## config.mk

```make
export PLATFORM = sky130hd
export DESIGN_NAME = crosswalk_request_ctrl
export DESIGN_NICKNAME = d
export VERILOG_FILES = /design/src/rtl/crosswalk_request_ctrl_pkg.sv /design/src/rtl/crosswalk_request_ctrl_button_debouncer.sv /design/src/rtl/crosswalk_request_ctrl.sv
export SDC_FILE = /design/constraint.sdc
export NUM_CORES = 1
export LEC_CHECK = 0
export CAP_MARGIN = 5
export CORE_ASPECT_RATIO = 0.9
export CORE_MARGIN = 1
export CORE_UTILIZATION = 51
export CTS_BUF_LIST = sky130_fd_sc_hd__clkbuf_8
export CTS_CLUSTER_DIAMETER = 200
export DETAILED_ROUTE_END_ITERATION = 7
export GPL_TIMING_DRIVEN = 0
export PLACE_DENSITY_LB_ADDON = 0.2
export SYNTH_ARGS = -nofsm -noshare
export SYNTH_HDL_FRONTEND = slang
export SYNTH_SLANG_ARGS = --single-unit
```

## constraint.sdc

```tcl
create_clock -name inputCLK -period 2.49 [get_ports inputCLK]
set_input_delay 0.249 -clock inputCLK [delete_from_list [all_inputs] [get_ports inputCLK]]
set_output_delay 0.249 -clock inputCLK [all_outputs]
set_load 0.05 [all_outputs]
```

## src/rtl/crosswalk_request_ctrl_pkg.sv

```systemverilog
// traffic_pkg: shared traffic-light timing constants and crosswalk FSM state encoding
package traffic_pkg;
  localparam int CLK_HZ              = 50_000_000;
  localparam int CLK_DIV_1HZ         = CLK_HZ;
  localparam int DEF_DEBOUNCE_CYCLES = 500_000;
  localparam int DEF_LOCKOUT_CYCLES  = 1_000_000;
  typedef enum logic [1:0] {
    ST_IDLE    = 2'd0,
    ST_PENDING = 2'd1,
    ST_LOCKOUT = 2'd2
  } state_e;
endpackage

```

## src/rtl/crosswalk_request_ctrl_button_debouncer.sv

```systemverilog
// button_debouncer: 2-flop synchronizer + stable-count debounce of raw_i -> level_o, one-cycle press_o on rising level
module button_debouncer
  import traffic_pkg::*;
#(
  parameter int DEBOUNCE_CYCLES = DEF_DEBOUNCE_CYCLES
) (
  input  logic clk_i,
  input  logic rst_ni,
  input  logic raw_i,
  output logic level_o,
  output logic press_o
);
  localparam int CW = $clog2(DEBOUNCE_CYCLES + 1);
  logic [1:0]    sync_q;
  logic [CW-1:0] cnt_q, cnt_d;
  logic          level_q, level_d, press_q, press_d, flip;
  always_comb begin
    flip    = sync_q[1] != level_q && cnt_q == CW'(DEBOUNCE_CYCLES - 1);
    cnt_d   = (sync_q[1] == level_q || flip) ? '0 : cnt_q + 1'b1;
    level_d = level_q ^ flip;
    press_d = flip && !level_q;
  end
  always_ff @(posedge clk_i or negedge rst_ni) begin
    if (!rst_ni) begin
      sync_q  <= '0;
      cnt_q   <= '0;
      level_q <= 1'b0;
      press_q <= 1'b0;
    end else begin
      sync_q  <= {sync_q[0], raw_i};
      cnt_q   <= cnt_d;
      level_q <= level_d;
      press_q <= press_d;
    end
  end
  assign level_o = level_q;
  assign press_o = press_q;
endmodule

```

## src/rtl/crosswalk_request_ctrl.sv

```systemverilog
// crosswalk_request_ctrl: debounced walk-button request latch with ACK handshake, post-ACK lockout and saturating request count
module crosswalk_request_ctrl
  import traffic_pkg::*;
#(
  parameter int DEBOUNCE_CYCLES = DEF_DEBOUNCE_CYCLES,
  parameter int LOCKOUT_CYCLES  = DEF_LOCKOUT_CYCLES,
  parameter int CNT_W           = 8
) (
  input  logic             inputCLK,
  input  logic             RSTn,
  input  logic             BTN_RAW,
  input  logic             ACK,
  output logic             BTN_LEVEL,
  output logic             BTN_PRESS,
  output logic             REQ,
  output logic             LOCKED,
  output logic [CNT_W-1:0] REQ_CNT
);
  localparam int LW = LOCKOUT_CYCLES > 1 ? $clog2(LOCKOUT_CYCLES) : 1;
  localparam logic [LW-1:0] LOCK_LOAD = LW'(LOCKOUT_CYCLES > 0 ? LOCKOUT_CYCLES - 1 : 0);
  state_e           state_q, state_d;
  logic [LW-1:0]    lock_q, lock_d;
  logic [CNT_W-1:0] req_cnt_q, req_cnt_d;
  logic             req_q, req_d, locked_q, locked_d, press;
  button_debouncer #(.DEBOUNCE_CYCLES(DEBOUNCE_CYCLES)) u_btn (
    .clk_i  (inputCLK),
    .rst_ni (RSTn),
    .raw_i  (BTN_RAW),
    .level_o(BTN_LEVEL),
    .press_o(press)
  );
  always_comb begin
    state_d   = state_q;
    lock_d    = lock_q;
    req_cnt_d = req_cnt_q;
    case (state_q)
      ST_IDLE: if (press) begin
        state_d   = ST_PENDING;
        req_cnt_d = req_cnt_q + CNT_W'(req_cnt_q != '1);
      end
      ST_PENDING: if (ACK) begin
        state_d = LOCKOUT_CYCLES > 0 ? ST_LOCKOUT : ST_IDLE;
        lock_d  = LOCK_LOAD;
      end
      ST_LOCKOUT: begin
        lock_d  = lock_q - LW'(lock_q != '0);
        state_d = lock_q == '0 ? ST_IDLE : ST_LOCKOUT;
      end
      default: state_d = ST_IDLE;
    endcase
    req_d    = state_d == ST_PENDING;
    locked_d = state_d == ST_LOCKOUT;
  end
  always_ff @(posedge inputCLK or negedge RSTn) begin
    if (!RSTn) begin
      state_q   <= ST_IDLE;
      lock_q    <= '0;
      req_cnt_q <= '0;
      req_q     <= 1'b0;
      locked_q  <= 1'b0;
    end else begin
      state_q   <= state_d;
      lock_q    <= lock_d;
      req_cnt_q <= req_cnt_d;
      req_q     <= req_d;
      locked_q  <= locked_d;
    end
  end
  assign BTN_PRESS = press;
  assign REQ       = req_q;
  assign LOCKED    = locked_q;
  assign REQ_CNT   = req_cnt_q;
endmodule

```

==> results of run 1 <==
[worst max-delay path by stage]
stage | from | end | slack (ps) | cells past startpoint
after global routing | lock_q[7]$_DFFE_PN0P_ | lock_q[18]$_DFFE_PN0P_ | -100 | 10
after floorplan | lock_q[7]$_DFFE_PN0P_ | lock_q[18]$_DFFE_PN0P_ | -20 | 11
after detailed placement | lock_q[7]$_DFFE_PN0P_ | lock_q[18]$_DFFE_PN0P_ | -240 | 11
after global placement | RSTn | lock_q[7]$_DFFE_PN0P_ | -790 | 1
final | lock_q[7]$_DFFE_PN0P_ | lock_q[18]$_DFFE_PN0P_ | -7 | 10
after CTS | lock_q[8]$_DFFE_PN0P_ | lock_q[14]$_DFFE_PN0P_ | 20 | 10
[state kept, by name, indices dropped and copies added (netlist names), named ones only]
name / cells
lock_q: 20
u_btn.cnt_q: 19
REQ_CNT: 8
state_q: 2
u_btn.sync_q: 2
LOCKED: 1
REQ: 1
u_btn.press_o: 1
[final cells by class]
type / instances / area, µm² / share of cell area, %
Timing Repair Buffer: 31 / 280 / 8.69
Clock buffer: 6 / 82.6 / 2.56
Buffer: 3 / 22.5 / 0.698
Tap cell: 65 / 81.3 / 2.52
Sequential cell: 55 / 1380 / 42.9
Multi-Input combinational cell: 180 / 1340 / 41.5
Inverter: 8 / 30.0 / 0.931
Clock inverter: 2 / 8.76 / 0.272
[cells in the mapped netlist (all sizes together) (7+ instances only)]
master   n
xnor2   17
nand3    7
nand4    8
a211oi   8
dfrtp   55
nor4    12
nor2    31
inv      8
nor3    10
nand2   17
a31oi    7
[cells in the final DEF (no fill, tap or decap), types with 3 or more instances in the layout]
master / netlist / final
dfrtp_1: 55 / 50
nor4_1: 9 / 8
mux2_2: 4 / 4
nand4_1: 8 / 8
or4_1: 5 / 4
o211ai_1: 3 / 3
o21ai_0: 4 / 4
nor2_1: 31 / 29
nand2_1: 17 / 17
buf_4: 0 / 14
clkbuf_8: 0 / 7
a21oi_1: 6 / 6
xor2_1: 4 / 4
a31oi_1: 7 / 7
a211oi_2: 0 / 7
o31ai_1: 3 / 3
mux2i_1: 4 / 4
nand3_1: 7 / 7
ha_1: 5 / 3
nor3_1: 10 / 10
xnor2_1: 17 / 17
inv_1: 8 / 8
clkdlybuf4s50_1: 0 / 14
dfrtp_2: 0 / 5
nor4_4: 3 / 4
[stage by stage]
step	instances	utilization, %	hold slack [ps]
after detailed placement	329	58.9	234
after global placement	328	58.6	336
after floorplan	248	-	-46.6
after global routing	350	65.5	368
after CTS	347	63.0	363
final	350	65.5	358
[worst max-delay path, delay by kind of cell (launching register included)]
kind            cells  cell delay (ps)
simple gates        5             1310
compound gates      2              270
flops               1              420
fa+ha+maj           2              310
buf+inv             1               50
[kinds of logic after synthesis]
logic type      share of synthesized area, %
buf+inv                                 2.22
flops                                   51.9
mux                                     3.21
xor+xnor                                6.94
simple gates                            23.3
fa+ha+maj                               2.36
compound gates                          10.1
[per-layer routing]
metal  track usage (%)  part of all wire (%)  vias to the layer above
met5                 0                     0                        -
met4              8.64                   1.3                        0
met3              3.92                   3.3                        6
met2              30.1                    47                       44
met1              29.4                    49                      968
li1                  -                     -                      984
[where the power goes]
group	switching [W]	internal, W
logic	0.0000265	0.0000141
registers	0.00000571	0.000898
clock network	0.000286	0.000221
[what timing repair did]
action	in CTS	in global routing
hold endpoints to repair	19	0
setup buffers	10	5
pin swaps	5	14
gates resized for setup	11	17
endpoints found under the setup margin	14	24
hold buffers	1	0
==> flow_summary.toml, run 1 <==
[status]
run_status = "complete, but fails checks"
violations = "setup timing"

[sta]
worst_pin_slew_ps = 638
rsz0062_at_grt = "yes"
hold_viol = 0
report.final.slew_viol_count = 0
max_freq_mhz = 400
max_slew_margin_pct = 57.5
setup_viol = 1
fin_skew_ps = 15.9
setup_ws_ps = -6.99
period_share_pct = 100
setup-tns-final_ps = -6.99
period_minus_slack_ps = 2500

[finish]
fin_nets = 293
n_antenna_cell = 0
area_delta_synth_final_pct = 21.7
drive_gt1_share_pct = 21.1
num-fill-cells = 393
fin_area_mm2 = 0.00323

[placement]
hpwl_um = 3340
numPortBuffers = 15
gp_congestion = 0.753
place_area_mm2 = 0.00290
dp_slack_ps = -240

[grt]
grt_max_degree = 37
grt_pass1_wl_um = 8660
track_usage_pct = 20.4
grt_overflow_total = 0
antenna_found_initial = 0
grt_pass1_vias = 1844

[job]
maxCapViolCount = 0

[worst_setup_path]
rr_startpoint = "lock_q[7]$_DFFE_PN0P_"
start_kind = "register"
arrival_ps = 2670
crit_path_max_fanout = 6
critPathMaxStageDelay_ps = 570
rr_endpoint = "lock_q[18]$_DFFE_PN0P_"
cp.required_ps = 2660
worst_setup_path_end_kind = "register"
r2r_cells = 10
r2r_slack_ps = -7
path_cells = "or4_4 > nor4_4 > and3_4 > inv_2 > ha_4 > ha_4 > nand3b_1 > nor4_4 > a211oi_2 > a31oi_1"
slowest_stage = "or4_4"
crit_type = "reg -> reg"

[clocking]
cts.sinks = 55
clk_latency_ps = 310
cts_buffer_depth = 2
clk_pin_slew_ps = 100
cts_buffers = 5
ctsHtreeMaxLevel = 2
cts_tree = "yes"
cts-root-buf = "clkbuf_8"

[die]
num_io_pins = 16
die_h_um = 70.4
die_w_um = 78
num_rows = 24
die-area_mm2 = 0.00549
start_util_pct = 53.8
core_mm2 = 0.00492

[power]
total_power_w = 0.00145
ir_worst_vdd_v = 0.000374
power_density_mw_per_mm2 = 450
p_leak_nw = 1.28

[synthesis]
yosysTopAreaCell = "dfrtp_1"
syn-num-nets = 257
synth_edf_count = 0
synth_area_leaders = "dfrtp_1 (52%), xnor2_1 (5.6%), nor2_1 (4.4%)"
ys_ff_latch = 55
ys.flop_type = "dfrtp_1"
yosysSeqAreaShare_pct = 51.9
synth_top_area_share_pct = 51.9
syn-instance-count = 248
mappedNetlistArea_mm2 = 0.00265
ys_async_sr_fraction_pct = 100
ys_warn_count = 0
postSynthAreaPerCell_um2 = 10.7
ys_types = 44

[hold_path]
min_path_cells = 0
hold_path_end = "u_btn.sync_q[1]$_DFF_PN0_"
hold_path.class = "reg -> reg"
min_from = "u_btn.sync_q[0]$_DFF_PN0_"

[detailed_routing]
ant_nets = 0
wl_um = 5180
wl_per_cell_um = 14.8
vias = 2002
dr.pass1.iters = 4
drc_errors = 0
via_per_inst = 5.72
drtIter0Drc = 128
No activity file was read; power rests on OpenSTA's default activity.
==> run 2: changes to the inputs <==
Settings changed: REMOVE_ABC_BUFFERS set to 1.
==> run 2 against run 1 <==
  * The flow now finishes without violations
  * Via count is 1.2% lower
  * Critical path depth unchanged
  * Count of clock-buffer cells in the layout unchanged
  * Power up 7.2%
  * Setup slack improved by 66 ps
  * Final area fell by 1.9%
  * Final cell count decreased by 2.3%
  * Combinational power decreased by 3%
  * Clock power is 21% higher
  * Wire length down 2.5%
  * Critical path type unchanged
  * Critical endpoint is now lock_q[14]$_DFFE_PN0P_
  * Largest cell class unchanged
==> flow_summary.toml, run 2 (synthesis gave the netlist of run 1 again) <==
[status]
run_status = "finished clean"

[placement]
place_area_mm2 = 0.00288
dp_slack_ps = -187
numPortBuffers = 15
dp_cells = 324
hpwl_um = 3380
gp_congestion = 0.778

[die]
start_util_pct = 53.8
die_w_um = 78
core_mm2 = 0.00492
die_h_um = 70.4
num_io_pins = 16
die-area_mm2 = 0.00549
num_rows = 24

[finish]
fin_nets = 285
layout_common_cells = "dfrtp_1 (51), nor2_1 (30), nand2_1 (17), xnor2_1 (17), clkdlybuf4s50_1 (14)"
num-fill-cells = 401
drive_gt1_share_pct = 18.1
ff_latch_area_mm2 = 0.00138
mostFrequentLayoutCell = "dfrtp_1"
n_antenna_cell = 0
multi_input_area_mm2 = 0.00131
fin_area_mm2 = 0.00316
top_register = "lock_q"
area_delta_synth_final_pct = 19.3
layout.cells.non_filler = 342
largest_reg_flops = 20

[detailed_routing]
drtIter0Drc = 188
vias = 1978
drc_errors = 0
dr.pass1.iters = 4
wl_um = 5050
via_per_inst = 5.78
ant_nets = 0
wl_per_cell_um = 14.8

[sta]
period_share_pct = 97.6
period_minus_slack_ps = 2430
max_slew_margin_pct = 38.0
hold_viol = 0
setup_viol = 0
setup_ws_ps = 59.4
report.final.slew_viol_count = 0
setup-tns-final_ps = 0
max_freq_mhz = 411
fin_skew_ps = 7.60
worst_pin_slew_ps = 926
rsz0062_at_grt = "yes"

[grt]
grt_max_degree = 41
track_usage_pct = 20.7
grt_overflow_total = 0
antenna_found_initial = 0
grt_pass1_wl_um = 8800
grt_pass1_vias = 1974

[clocking]
ctsHtreeMaxLevel = 2
cts-root-buf = "clkbuf_8"
cts_buffer_depth = 2
clk_pin_slew_ps = 100
clk_latency_ps = 310
cts_buffers = 5
cts.sinks = 55
cts_tree = "yes"

[power]
internal_power_w = 0.00124
p_leak_nw = 1.25
switching_share_pct = 20.5
p_seq_share_pct = 58.1
clockPowerShare_pct = 39.4
power_density_mw_per_mm2 = 492
combinationalPowerShare_pct = 2.5
ir_worst_vdd_v = 0.000424
p_sw_w = 0.000319

[worst_setup_path]
start_kind = "register"
cp.required_ps = 2670
crit_path_max_fanout = 6
worst_setup_path_end_kind = "register"
arrival_ps = 2610
crit_type = "reg -> reg"

[job]
maxCapViolCount = 0

[hold_path]
hold_path.class = "reg -> reg"
[run 2: timing repair]
item / CTS / global route
buffers inserted: 6 / 3
hold buffers: 1 / 0
pin swaps: 5 / 8
resized for setup: 12 / 9
setup endpoints to repair: 14 / 29
hold endpoints to repair: 15 / 0
[run 2: area by class of cell]
cell class | count | share of cell area [%]
clock buffer | 6 | 2.61
clock inverter | 2 | 1.11
inverter | 8 | 0.949
multi-input combinational | 180 | 41.4
sequential | 55 | 43.7
tap | 65 | 2.57
timing repair buffer | 26 | 7.67
[run 2: final timing paths]
path | endpoint | startpoint | cells past startpoint | slack, ps
setup / recovery | lock_q[14]$_DFFE_PN0P_ | lock_q[8]$_DFFE_PN0P_ | 10 | 60
setup reg to reg | lock_q[14]$_DFFE_PN0P_ | lock_q[8]$_DFFE_PN0P_ | 10 | 60
hold reg to reg | u_btn.sync_q[1]$_DFF_PN0_ | u_btn.sync_q[0]$_DFF_PN0_ | 0 | 360
max in group asynchronous | lock_q[7]$_DFFE_PN0P_ | RSTn | 3 | 1570
hold / removal | u_btn.sync_q[1]$_DFF_PN0_ | u_btn.sync_q[0]$_DFF_PN0_ | 0 | 360
min in group asynchronous | u_btn.cnt_q[5]$_DFF_PN0_ | RSTn | 2 | 390
[run 2: per-layer routing]
metal  global-route usage (%)  part of all wire (%)
met5                        0                     0
met4                     6.58                   1.2
met3                     3.92                   4.4
met2                     32.8                    45
met1                     28.7                    49
[run 2: through the flow]
step	total power (W)	hold slack [ps]	utilization [%]
5_1_grt	0.00161	368	64.3
4_1_cts	0.00157	362	62.9
3_5_place_dp	0.000961	191	58.5
3_3_place_gp	0.000957	336	58.0
6_report	0.00156	358	64.3
2_1_floorplan	0.000931	-46.6	-
[run 2: critical path, stage by stage (launching register included)]
cell      delay (ps)
dfrtp_2          420
or4_4            560
nor4_4           170
and3_4           240
inv_2             40
ha_4             160
ha_4             150
nand3b_1         180
nor4_4           110
a211oi_2         190
a31oi_1           80
[run 2: power by group through the flow]
stage               Sequential, W  Combinational (W)  Clock (W)
global route             0.000905          0.0000462   0.000654
CTS                      0.000904          0.0000413   0.000626
finish                   0.000904          0.0000395   0.000613
detailed placement       0.000921          0.0000401          0
floorplan                0.000920          0.0000108          0
global placement         0.000921          0.0000359          0
